==> src/rtl/shader_sequencer.sv <==
// shader_sequencer: drives one render pass for a single pixel.
// A pass first walks the voxel list (fetch, load, rasterize for each entry),
// then walks palette ids 1..palette_count (fetch, load, shade for each id),
// and ends with a one-cycle done pulse.
//
// Optional feature macro: SHADER_SEQ_SKIP_EMPTY_EN
//   defined   : voxels whose id is 0 are not rasterized; the sequencer moves
//               on as if rasterizing_done had arrived
//   undefined : every voxel is rasterized
//
// Ports:
//   clock, reset                 clock, asynchronous active-low reset
//   start                        begin a pass (ignored while busy)
//   pixel_index_in, voxel_count,
//   palette_count                pass parameters, latched on start
//   voxel_addr/voxel_rd          voxel list read port, voxel_data 1 cycle later
//   palette_addr/palette_rd      palette read port, palette_data 1 cycle later
//   do_rasterize, do_shade       shader commands, held until the done strobe
//   voxel_x/y/z, voxel_id,
//   palette_entry, pixel_index   shader operands
//   rasterizing_done,
//   shading_done                 shader completion strobes
//   busy, done                   pass status
module shader_sequencer #(
   parameter int unsigned INDEX_BITS   = 32,
   parameter int unsigned COORD_BITS   = 8,
   parameter int unsigned PALETTE_BITS = 8,
   parameter int unsigned PIXEL_BITS   = 8,
   parameter int unsigned COUNT_BITS   = 16
) (
   input  logic                                  clock,
   input  logic                                  reset,
   input  logic                                  start,
   input  logic [INDEX_BITS-1:0]                 pixel_index_in,
   input  logic [COUNT_BITS-1:0]                 voxel_count,
   input  logic [PALETTE_BITS-1:0]               palette_count,
   output logic [COUNT_BITS-1:0]                 voxel_addr,
   output logic                                  voxel_rd,
   input  logic [3*COORD_BITS+PALETTE_BITS-1:0]  voxel_data,
   output logic [PALETTE_BITS-1:0]               palette_addr,
   output logic                                  palette_rd,
   input  logic [PIXEL_BITS-1:0]                 palette_data,
   output logic                                  do_rasterize,
   output logic                                  do_shade,
   output logic [COORD_BITS-1:0]                 voxel_x,
   output logic [COORD_BITS-1:0]                 voxel_y,
   output logic [COORD_BITS-1:0]                 voxel_z,
   output logic [PALETTE_BITS-1:0]               voxel_id,
   output logic [PIXEL_BITS-1:0]                 palette_entry,
   output logic [INDEX_BITS-1:0]                 pixel_index,
   input  logic                                  rasterizing_done,
   input  logic                                  shading_done,
   output logic                                  busy,
   output logic                                  done
);

   localparam int unsigned VOXEL_BITS = 3 * COORD_BITS + PALETTE_BITS;

   typedef enum logic [2:0] {
      IDLE    = 3'd0,
      R_FETCH = 3'd1,
      R_LOAD  = 3'd2,
      R_RUN   = 3'd3,
      S_FETCH = 3'd4,
      S_LOAD  = 3'd5,
      S_RUN   = 3'd6,
      FINISH  = 3'd7
   } state_t;

   state_t                  state, state_next;
   state_t                  adv_state;
   logic [COUNT_BITS-1:0]   v, v_next, v_inc;
   logic [PALETTE_BITS-1:0] p, p_next, adv_p;
   logic [COUNT_BITS-1:0]   vcount;
   logic [PALETTE_BITS-1:0] pcount;

   // Fields of the {x,y,z,id} voxel record
   logic [COORD_BITS-1:0]   load_x, load_y, load_z;
   logic [PALETTE_BITS-1:0] load_id;

   assign load_x  = voxel_data[VOXEL_BITS-1 -: COORD_BITS];
   assign load_y  = voxel_data[PALETTE_BITS+2*COORD_BITS-1 -: COORD_BITS];
   assign load_z  = voxel_data[PALETTE_BITS+COORD_BITS-1 -: COORD_BITS];
   assign load_id = voxel_data[PALETTE_BITS-1:0];

   // State register plus pass counters and latched pass parameters
   always_ff @(posedge clock or negedge reset) begin
      if (!reset) begin
         state  <= IDLE;
         v      <= '0;
         p      <= '0;
         vcount <= '0;
         pcount <= '0;
      end else begin
         state <= state_next;
         v     <= v_next;
         p     <= p_next;
         if (state == IDLE && start) begin
            vcount <= voxel_count;
            pcount <= palette_count;
         end
      end
   end

   // Next-state logic; v only reaches vcount and p only reaches pcount, so
   // neither counter can wrap even at the maximum list lengths
   always_comb begin
      state_next = state;
      v_next     = v;
      p_next     = p;
      v_inc      = v + COUNT_BITS'(1);
      adv_p      = p;
      if (v_inc < vcount) begin
         adv_state = R_FETCH;
      end else if (pcount != '0) begin
         adv_state = S_FETCH;
         adv_p     = PALETTE_BITS'(1);
      end else begin
         adv_state = FINISH;
      end

      unique case (state)
         IDLE: begin
            if (start) begin
               v_next = '0;
               p_next = '0;
               if (voxel_count != '0) begin
                  state_next = R_FETCH;
               end else if (palette_count != '0) begin
                  state_next = S_FETCH;
                  p_next     = PALETTE_BITS'(1);
               end else begin
                  state_next = FINISH;
               end
            end
         end
         R_FETCH: state_next = R_LOAD;
         R_LOAD: begin
`ifdef SHADER_SEQ_SKIP_EMPTY_EN
            // Empty voxel: behave as if the rasterizer finished at once
            if (load_id == '0) begin
               v_next     = v_inc;
               p_next     = adv_p;
               state_next = adv_state;
            end else begin
               state_next = R_RUN;
            end
`else
            state_next = R_RUN;
`endif
         end
         R_RUN: begin
            if (rasterizing_done) begin
               v_next     = v_inc;
               p_next     = adv_p;
               state_next = adv_state;
            end
         end
         S_FETCH: state_next = S_LOAD;
         S_LOAD:  state_next = S_RUN;
         S_RUN: begin
            if (shading_done) begin
               if (p < pcount) begin
                  p_next     = p + PALETTE_BITS'(1);
                  state_next = S_FETCH;
               end else begin
                  state_next = FINISH;
               end
            end
         end
         FINISH:  state_next = IDLE;
         default: state_next = IDLE;
      endcase
   end

   // Registered outputs, decoded from the next state so that each strobe is
   // high exactly while the FSM sits in the matching state
   always_ff @(posedge clock or negedge reset) begin
      if (!reset) begin
         voxel_addr    <= '0;
         voxel_rd      <= 1'b0;
         palette_addr  <= '0;
         palette_rd    <= 1'b0;
         do_rasterize  <= 1'b0;
         do_shade      <= 1'b0;
         voxel_x       <= '0;
         voxel_y       <= '0;
         voxel_z       <= '0;
         voxel_id      <= '0;
         palette_entry <= '0;
         pixel_index   <= '0;
         busy          <= 1'b0;
         done          <= 1'b0;
      end else begin
         voxel_rd     <= (state_next == R_FETCH);
         palette_rd   <= (state_next == S_FETCH);
         do_rasterize <= (state_next == R_RUN);
         do_shade     <= (state_next == S_RUN);
         busy         <= (state_next != IDLE);
         done         <= (state_next == FINISH);

         if (state_next == R_FETCH) begin
            voxel_addr <= v_next;
         end

         // voxel_data answers the read issued in R_FETCH
         if (state == R_LOAD) begin
            voxel_x <= load_x;
            voxel_y <= load_y;
            voxel_z <= load_z;
         end

         // During shading voxel_id carries the palette id being shaded
         if (state_next == S_FETCH) begin
            palette_addr <= p_next;
            voxel_id     <= p_next;
         end else if (state == R_LOAD) begin
            voxel_id <= load_id;
         end

         if (state == S_LOAD) begin
            palette_entry <= palette_data;
         end

         if (state == IDLE && start) begin
            pixel_index <= pixel_index_in;
         end
      end
   end

endmodule

==> config.mk <==
export PLATFORM = sky130hd
export DESIGN_NAME = shader_sequencer
export DESIGN_NICKNAME = d
export VERILOG_FILES = /design/src/rtl/shader_sequencer.sv
export SDC_FILE = /design/constraint.sdc
export NUM_CORES = 1
export LEC_CHECK = 0
export ABC_AREA = 1
export CAP_MARGIN = 20
export CORE_ASPECT_RATIO = 1.5
export CORE_MARGIN = 8
export CORE_UTILIZATION = 43
export DETAILED_ROUTE_END_ITERATION = 7
export GPL_TIMING_DRIVEN = 0
export PLACE_DENSITY = 0.76
export SLEW_MARGIN = 20
export SYNTH_ARGS = -nofsm -noshare
export SYNTH_HDL_FRONTEND = slang
export SYNTH_SLANG_ARGS = --single-unit
==> constraint.sdc <==
create_clock -name clock -period 3.2 [get_ports clock]
set_input_delay 0.48 -clock clock [delete_from_list [all_inputs] [get_ports clock]]
set_output_delay 0.48 -clock clock [all_outputs]
set_load 0.02 [all_outputs]
# --- Word-level counts from Yosys, hierarchy flattened ---
# Index checks and enable logic that the tools add are counted.
# Widths: inputs -> output; s select.
totals:
  register_bits: 153
  out_inout_bits: 102
  wordCells: 65
  inputBits: 101
op_classes:
  addsub: 2
  reduce_logical: 7
  n_lt_le_gt_ge: 2
  eq_ne: 12
  mux: 23
ops:
  columns: ["cell", "count"]
  rows:
  - ["$mux 8", 8]
  - ["$mux 16", 2]
  - ["$pmux 16 s2", 1]
  - ["$pmux 3 s8", 1]
  - ["$pmux 8 s3", 1]
  - ["$eq 3x3->1 const B", 7]
  - ["$add 16x1->16 const B", 1]
  - ["$lt 16x16->1", 1]
  - ["$reduce_bool 16->1", 1]
  - ["$reduce_bool 8->1", 2]
  - ["$mux 3", 5]
  - ["$eq 3x2->1 const B", 3]
  - ["$add 8x1->8 const B", 1]
  - ["$lt 8x8->1", 1]
  - ["$eq 3x1->1 const B", 2]
  - ["$mux 2", 3]
  - ["$logic_not 3->1", 1]
  - ["$reduce_bool 3->1", 1]
  - ["$mux 1", 2]
  - ["$reduce_bool 2->1", 1]
  - ["$logic_and 1x1->1", 1]

# --- Logic depth before layout (Yosys ltp) ---
# Gate-level depths: netlist of run 1.
depth:
  depth_word: 7
  depth_mapped: 25
  depth_no_buf: 25

# --- Worst setup path after synthesis of run 1 ---
# Ideal clock, no wire load.
synth_path:
  path_kind: "reg2reg"
  startpoint: "reg v[2]"
  endpoint: "reg voxel_addr[13]"
  path_stages_with_launch: 24
  t_arrival_ns: 2.896
  path_buffers: 2
  setup_time_ns: 0.123
  synth_period_minus_slack_ns: 3.019
  t_required_ns: 3.077
  slack_ns: 0.181
  path_cell_list: "dfrtp_1 -> nand2_1 -> nor2_1 -> nand2_1 -> nor3_1 -> inv_1 -> nor2_1 -> nand3_1 -> xor2_1 -> ha_1 -> a21oi_1 -> o21ai_0 -> nor2_1 -> nand2_1 -> nand2_1 -> nand2_1 -> nand2_1 -> nand2_1 -> nand2_1 -> nand2_2 -> buf_6 -> buf_4 -> o21ai_0 -> nand2_1"
synth_via:
  elab_chain_len: 6
  elab_cells_between_ends: 8
  classes_between: "1 x add/sub; 1 x order compare; 1 x eq/ne; 5 x mux"
synth_lines:
  columns: ["element", "line", "text"]
  rows:
  - ["start: declaration", "72", "logic [COUNT_BITS-1:0] v, v_next, v_inc;"]
  - ["start signal: assignment", "96", "v <= v_next;"]
  - ["$add 16x1->16", "111", "v_inc = v + COUNT_BITS'(1);"]
  - ["$lt 16x16->1", "113", "if (v_inc < vcount) begin"]
  - ["$mux 3", "113", null]
  - ["$mux 3", "153", "if (rasterizing_done) begin"]
  - ["$pmux 3 s8", "122", "unique case (state)"]
  - ["named net state_next[1]", "70", "state_t state, state_next;"]
  - ["$eq 3x1->1", "202", "if (state_next == R_FETCH) begin"]
  - ["end signal: assignment", "203", "voxel_addr <= v_next;"]
  - ["end: declaration", "37", "output logic [COUNT_BITS-1:0] voxel_addr,"]
# The timed path passes the listed nets, and every way through them passes these cells.
# A chain may end at the register's enable or synchronous reset.

# --- Final worst setup path of run 1 ---
layout_path:
  startpoint: "reg v[0]"
  endpoint: "reg voxel_id[6]"
layout_via:
  elab_chain_len: 7
  elab_cells_between_ends: 11
  classes_between: "1 x add/sub; 1 x order compare; 1 x eq/ne; 7 x mux; 1 x reduce/logical"
layout_lines:
  columns: ["element", "line", "text"]
  rows:
  - ["$add 16x1->16 (*)", "111", null]
  - ["$lt 16x16->1 (*)", "113", null]
  - ["$mux 3", "113", null]
  - ["$mux 3", "153", null]
  - ["$pmux 3 s8", "122", null]
  - ["$eq 3x3->1", "214", "if (state_next == S_FETCH) begin"]
  - ["$mux 8 / $reduce_bool 2->1 (equally long branches)", null, null]
  - ["end signal: assignment", "216", "voxel_id <= p_next;"]
  - ["end signal: assignment", "218", "voxel_id <= load_id;"]
  - ["end: declaration", "48", "output logic [PALETTE_BITS-1:0] voxel_id,"]
# Mark *: on every way between the ends. The rest lies on a longest branch, timed or not.

==> reports/metrics.cfg, run 1 <==
[status]
status=complete, but fails checks
violations=negative setup slack

[clock_network]
clk_pin_slew_ns=0.07
cts_sinks=153
holdBufCountCts=0
tritoncts_clock_tree=built
clk_path_buf_depth=2
numCtsBuffers=17
h-tree-depth=4
insertion_delay_ns=0.42
cts.root.buffer_cell=clkbuf_16

[sta]
tmin_final_ns=3.21
fin_worst_skew_ns=0.0133
grt_setup_unrepaired=yes
timing.max_slew.rel_slack_pct=62.9
final.hold.worst_slack_ns=0.00140
layout_worst_path_cycle_share_pct=100
max_slew.worst_pin.slew_ns=0.556
slew_violations=0
hold_violations=0
setup_viol_count_final=1
post-route-worst-setup-slack_ns=-0.00708
setup_tns_ns=-0.00708
fmax_ghz=0.312

[synthesis]
yosys_most_used_dff=dfrtp_1
yosysSeqAreaShare_pct=54.1
synth.most_common_cell=nand2_1
synth_largest_area_cell=dfrtp_1
mappedNetlistNets=924
synth_largest_type_area_fraction_pct=54.1
synth_enable_flop_cells=0
proportion_of_synthesized_flip_flops_having_asynchronous_set_or_reset_pct=100
post_synth_num_cell_types=32
ys_top_cells_by_area=dfrtp_1, nand2_1, inv_1, mux2_2, ha_1
yosysWarningCount=0
syn_avg_cell_area_um2=8.85
ys_ff_latch=153
post_synth_instance_area_mm2=0.00707
synthTopCellsByCount=nand2_1, dfrtp_1, inv_1
synthesis.instances=799

[power]
total_power_mw=9.43
p_leak_nw=5.11
power.density_mw_per_mm2=887
peakVddDrop_mv=0.707

[route]
drtAntennaViolNets=0
drt-wirelength-per-cell_um=16.1
detailedRoute.firstPassIterationCount=5
via_count=6306
wl_mm=20.5
drt-vias-per-instance=4.97
initialDrtViolationCount=284
remaining_drc_errors=0

[setup_path]
worstPathCellList=ha_4, nand4_1, nor2_2, nand4_1, buf_4, xor2_2, inv_1, ha_1, nand2_2, o21bai_4, a21oi_2, nor2_2, buf_4, a21oi_4, nor2_4, buf_6, nor2_4, nand3_4, nand3_2, nand3_2
cp_data_arrival_time_ns=3.52
setup.worst_path.end_class=flip-flop
crit_required_ns=3.51
max_stage_delay_ns=0.43
startpoint_type=flip-flop
timing_worst_setup_path_type=flip-flop to flip-flop
cp_num_buf_inv=4
critPathMaxFanout=5
path_delay_family=simple AND/OR/NAND/NOR gates
cp_slowest_cell=dfrtp_1

[flow_run]
cap_violations=0

[global_route]
grt_max_degree=88
first_pass_grt_wire_length_mm=33.2
grt_antenna_before_repair=0
grt_overflow=0
via_count_of_the_first_global_routing_pass=6678
grt_use_total_pct=20.0

[min_path]
worst_hold_path_type=input port to asynchronous set/reset pin

[die]
rows=57
die-height_um=173
ioPinCount=203
floorplan.initialDensity_pct=43.7
die_w_um=121
placeableCoreArea_mm2=0.0162
dieArea_mm2=0.0209

[finish]
num-nets-final=1176
final_layout_size_suffix_gt1_share_pct=17.9
syn_to_final_growth_pct=50.2
multiInputGateArea_mm2=0.00309
sequential_area_mm2=0.00383
nFillCells=1326
antenna_cells=0

[placed_design]
port_buffers=202
dp.final_hpwl_mm=14.9
routabilityCongestion=0.872

## layout make-up
type	instances	share of cell area [%]
Sequential cell	153	36.1
Inverter	103	3.69
Clock buffer	17	4.00
Timing Repair Buffer	232	22.1
Tap cell	206	2.43
Clock inverter	15	1.47
Multi-Input combinational cell	523	29.1
Buffer	21	1.19
## registers in the layout (all words and copies together), names as in the netlist, 3 cells and up
register	cells
palette_entry	8
voxel_y	8
voxel_z	8
state	3
palette_addr	8
pixel_index	32
pcount	8
voxel_addr	16
v	16
vcount	16
voxel_x	8
p	8
voxel_id	8
## cells by family (layout without fill, tap and decap cells)
group	after synthesis	after routing	synth area share (%)
flops	153	153	54.1
xor+xnor	9	9	1.11
compound gates	108	108	8.21
buf+inv	124	388	6.90
simple gates	349	350	20.3
mux	32	32	5.09
fa+ha+maj	24	24	4.24
## power breakdown
| part | leakage, nW | internal, mW | switching (mW) |
|---|---|---|---|
| Sequential | 1.93 | 2.61 | 0.358 |
| Clock | 0.280 | 1.04 | 0.922 |
| Combinational | 2.89 | 2.02 | 2.47 |
| Total | 5.11 | 5.68 | 3.75 |
## per-stage QoR
stage | setup WS (ns) | util (%) | instances | cell area [um2]
final | -0.00708 | 65.6 | 1270 | 10600
after global routing | -0.228 | 65.6 | 1270 | 10600
after CTS | -0.0720 | 63.7 | 1262 | 10300
after detailed placement | -0.334 | 58.0 | 1208 | 9390
after global placement | -4.71 | 57.8 | 1207 | 9350
after floorplan | 0.181 | - | 799 | 7070
## metal layers
layer	share of wire [%]	vias to the layer above	global-route usage [%]
li1	-	3052	-
met1	35	3016	20.0
met2	56	188	36.8
met3	6.1	50	6.10
met4	3.0	0	8.68
met5	0	-	0
## path summary, 6_finish.rpt
kind,endpoint,from,slack (ns),cells past startpoint
min reg2reg,voxel_x[2]$_DFFE_PN0P_,voxel_x[2]$_DFFE_PN0P_,0.47,2
min,pixel_index[23]$_DFFE_PN0P_,reset,0.001,1
max in group asynchronous,pixel_index[17]$_DFFE_PN0P_,reset,2.38,2
max,voxel_id[6]$_DFFE_PN0P_,v[0]$_DFF_PN0_,-0.007,20
min in group clock,voxel_x[2]$_DFFE_PN0P_,voxel_x[2]$_DFFE_PN0P_,0.47,2
max reg2reg,voxel_id[6]$_DFFE_PN0P_,v[0]$_DFF_PN0_,-0.007,20
## what timing repair did
item,in CTS,in global routing
gates resized for setup,53,60
setup endpoints to repair,44,47
buffers inserted,20,5
pin swaps,31,33
gates cloned,2,3
## cell usage in the layout (no fill, tap or decap), types with 3 or more instances in the layout
master           instances
buf_1                    6
clkbuf_16               19
nor3_2                   3
nor2_4                   9
inv_2                    7
nor2_1                  33
xor2_2                   3
mux2_2                  32
nand2_1                224
clkbuf_1                 8
dfrtp_1                152
nand3_1                 15
buf_6                   10
nand2_4                  4
clkinv_4                 3
inv_1                   95
a21oi_1                 22
o21ai_0                 39
nand3_2                  6
nor2_2                   7
ha_1                    22
o22ai_1                 10
inv_6                    4
buf_4                   19
buf_8                    3
o21ai_2                  5
xor2_1                   5
nand4_1                 12
a21oi_2                  6
inv_8                    5
nor3_1                   5
nand2_2                 28
o21ai_1                 18
clkdlybuf4s50_1        201
(Power assumes the default switching activity.)
==> run 2: changes to the inputs <==
--- a/config.mk
+++ b/config.mk
@@ -6,11 +6,11 @@
 export NUM_CORES = 1
 export LEC_CHECK = 0
 export ABC_AREA = 1
-export CAP_MARGIN = 20
 export CORE_ASPECT_RATIO = 1.5
 export CORE_MARGIN = 8
 export CORE_UTILIZATION = 43
 export DETAILED_ROUTE_END_ITERATION = 7
+export GPL_ROUTABILITY_DRIVEN = 0
 export GPL_TIMING_DRIVEN = 0
 export PLACE_DENSITY = 0.76
 export SLEW_MARGIN = 20
==> results of run 2 <==
No change in the layout: final DEF, timing and power equal those of run 1.
==> run 3: changes to the inputs <==
--- a/config.mk
+++ b/config.mk
@@ -12,6 +12,7 @@
 export DETAILED_ROUTE_END_ITERATION = 7
 export GPL_ROUTABILITY_DRIVEN = 0
 export GPL_TIMING_DRIVEN = 0
+export MAX_ROUTING_LAYER = met4
 export PLACE_DENSITY = 0.76
 export SLEW_MARGIN = 20
 export SYNTH_ARGS = -nofsm -noshare
==> reports/metrics.cfg, run 3 (synthesized netlist as in run 1, its figures left out) <==
[route]
via_count=6322  ; was 6306
remaining_drc_errors=0  ; unchanged
drt-vias-per-instance=4.97  ; about the same
drtAntennaViolNets=0  ; unchanged
initialDrtViolationCount=318  ; was 284
detailedRoute.firstPassIterationCount=4  ; was 5
wl_mm=20.5  ; about the same
drt-wirelength-per-cell_um=16.1  ; about the same

[die]
placeableCoreArea_mm2=0.0162  ; unchanged
dieArea_mm2=0.0209  ; unchanged
die-height_um=173  ; unchanged
floorplan.initialDensity_pct=43.7  ; unchanged
rows=57  ; unchanged
die_w_um=121  ; unchanged
ioPinCount=203  ; unchanged

[placed_design]
detailedPlace.worstSlack_ns=-0.334  ; unchanged
dp.final_hpwl_mm=14.9  ; unchanged
detailed_place.area_mm2=0.00939  ; unchanged
port_buffers=202  ; unchanged

[global_route]
via_count_of_the_first_global_routing_pass=6707  ; was 6678
grt_max_degree=88  ; unchanged
first_pass_grt_wire_length_mm=33.1  ; was 33.2 mm
grt_antenna_before_repair=0  ; unchanged
grt_overflow=0  ; unchanged
grt_use_total_pct=20.6  ; was 20.0%

[sta]
timing.max_slew.rel_slack_pct=63.4  ; was 62.9%
max_slew.worst_pin.slew_ns=0.549  ; was 0.556 ns
post-route-worst-setup-slack_ns=-0.0292  ; was -0.00708 ns
fin_worst_skew_ns=0.0139  ; was 0.0133 ns
tmin_final_ns=3.23  ; was 3.21 ns
hold_violations=0  ; unchanged
fmax_ghz=0.310  ; was 0.312 GHz
grt_setup_unrepaired=yes  ; unchanged
slew_violations=0  ; unchanged
setup_viol_count_final=3  ; was 1
final.hold.worst_slack_ns=0.00144  ; was 0.00140 ns
layout_worst_path_cycle_share_pct=101  ; was 100%

[setup_path]
crit_required_ns=3.51  ; about the same
cp_data_arrival_time_ns=3.54  ; was 3.52 ns
setup.worst_path.end_class=flip-flop  ; unchanged
timing_worst_setup_path_type=flip-flop to flip-flop  ; unchanged
critPathMaxFanout=5  ; unchanged
startpoint_type=flip-flop  ; unchanged

[flow_run]
cap_violations=0  ; unchanged

[clock_network]
tritoncts_clock_tree=built  ; unchanged
cts_sinks=153  ; unchanged
clk_pin_slew_ns=0.07  ; about the same
numCtsBuffers=17  ; unchanged
cts.root.buffer_cell=clkbuf_16  ; unchanged
insertion_delay_ns=0.42  ; about the same
h-tree-depth=4  ; unchanged
clk_path_buf_depth=2  ; unchanged
holdBufCountCts=0  ; unchanged

[power]
power.density_mw_per_mm2=885  ; was 887 mW/mm2
total_power_mw=9.42  ; was 9.43 mW
peakVddDrop_mv=0.710  ; was 0.707 mV
p_leak_nw=5.11  ; about the same

[finish]
antenna_cells=0  ; unchanged
nFillCells=1319  ; was 1326
commonest_cells_after_routing_fill_and_taps_aside=nand2_1, clkdlybuf4s50_1, dfrtp_1  ; unchanged
sequential_area_mm2=0.00383  ; unchanged
largest_register_ffs=32  ; unchanged
finalInstanceArea_mm2=0.0106  ; about the same
final_layout_size_suffix_gt1_share_pct=17.9  ; about the same
syn_to_final_growth_pct=50.4  ; was 50.2%
registers.top_by_ff_count=pixel_index  ; unchanged
final_common_cell=nand2_1  ; unchanged
multiInputGateArea_mm2=0.00310  ; was 0.00309 mm2
num-nets-final=1177  ; was 1176

[status]
violations=negative setup slack  ; unchanged
status=complete, but fails checks  ; unchanged

[min_path]
worst_hold_path_type=input port to asynchronous set/reset pin  ; unchanged

-- run 3: cell count changes in the layout (fill, tap and decap cells not counted), sizes merged --
| cell | before | now |
|---|---|---|
| buf | 42 | 43 |
-- run 3: repair_timing --
action | CTS | global route
gates cloned | 2 | 3
setup endpoints to repair | 44 | 47
gates resized for setup | 53 | 62
setup buffers | 20 | 6
pin swaps | 31 | 25
-- run 3: critical path, cell delays in order, from the launching register on --
cell and delay (ns):
dfrtp_1 0.43, ha_4 0.16, nand4_1 0.13, nor2_2 0.14, nand4_1 0.14, buf_4 0.17, xor2_2 0.15, inv_1 0.10
ha_4 0.27, nand2_2 0.06, o21bai_4 0.16, a21oi_2 0.13, nor2_2 0.07, buf_4 0.15, a21oi_4 0.18, nor2_4 0.07
buf_6 0.13, nor2_4 0.20, nand3_4 0.14, nand3_2 0.11, nand3_2 0.05
-- run 3: cell type report --
class / count / area share (%)
Sequential cell: 153 / 36.0
Inverter: 103 / 3.68
Multi-Input combinational cell: 523 / 29.1
Buffer: 21 / 1.19
Clock buffer: 17 / 4.00
Clock inverter: 15 / 1.47
Tap cell: 206 / 2.42
Timing Repair Buffer: 233 / 22.1
-- run 3: metrics by stage --
stage,util [%],TNS [ns],instances
6_report,65.7,-0.0447,1271
5_1_grt,65.7,-6.22,1271
4_1_cts,63.7,-1.33,1262
3_5_place_dp,58.0,-9.60,1208
3_3_place_gp,57.8,-725.67,1207
2_1_floorplan,-,0,799
-- run 3: power by group --
group          switching (mW)  total [mW]  internal [mW]
registers               0.358        2.97           2.61
logic                    2.47        4.49           2.03
clock network           0.917        1.96           1.04
-- run 3: per-layer routing --
metal | track usage (%) | vias up | part of all wire (%)
li1 | - | 3063 | -
met1 | 20.4 | 3040 | 36
met2 | 37.0 | 176 | 56
met3 | 5.28 | 43 | 5.1
met4 | 8.68 | 0 | 3.0
met5 | - | - | 0
-- run 3: worst paths after layout --
path	startpoint	endpoint	slack [ns]	depth (start not counted)
hold reg to reg	voxel_x[2]$_DFFE_PN0P_	voxel_x[2]$_DFFE_PN0P_	0.47	2
hold / removal	reset	pixel_index[23]$_DFFE_PN0P_	0.001	1
setup / recovery	v[0]$_DFF_PN0_	voxel_id[6]$_DFFE_PN0P_	-0.03	20
setup reg to reg	v[0]$_DFF_PN0_	voxel_id[6]$_DFFE_PN0P_	-0.03	20
max in group asynchronous	reset	palette_addr[5]$_DFFE_PN0N_	2.39	2
min in group clock	voxel_x[2]$_DFFE_PN0P_	voxel_x[2]$_DFFE_PN0P_	0.47	2
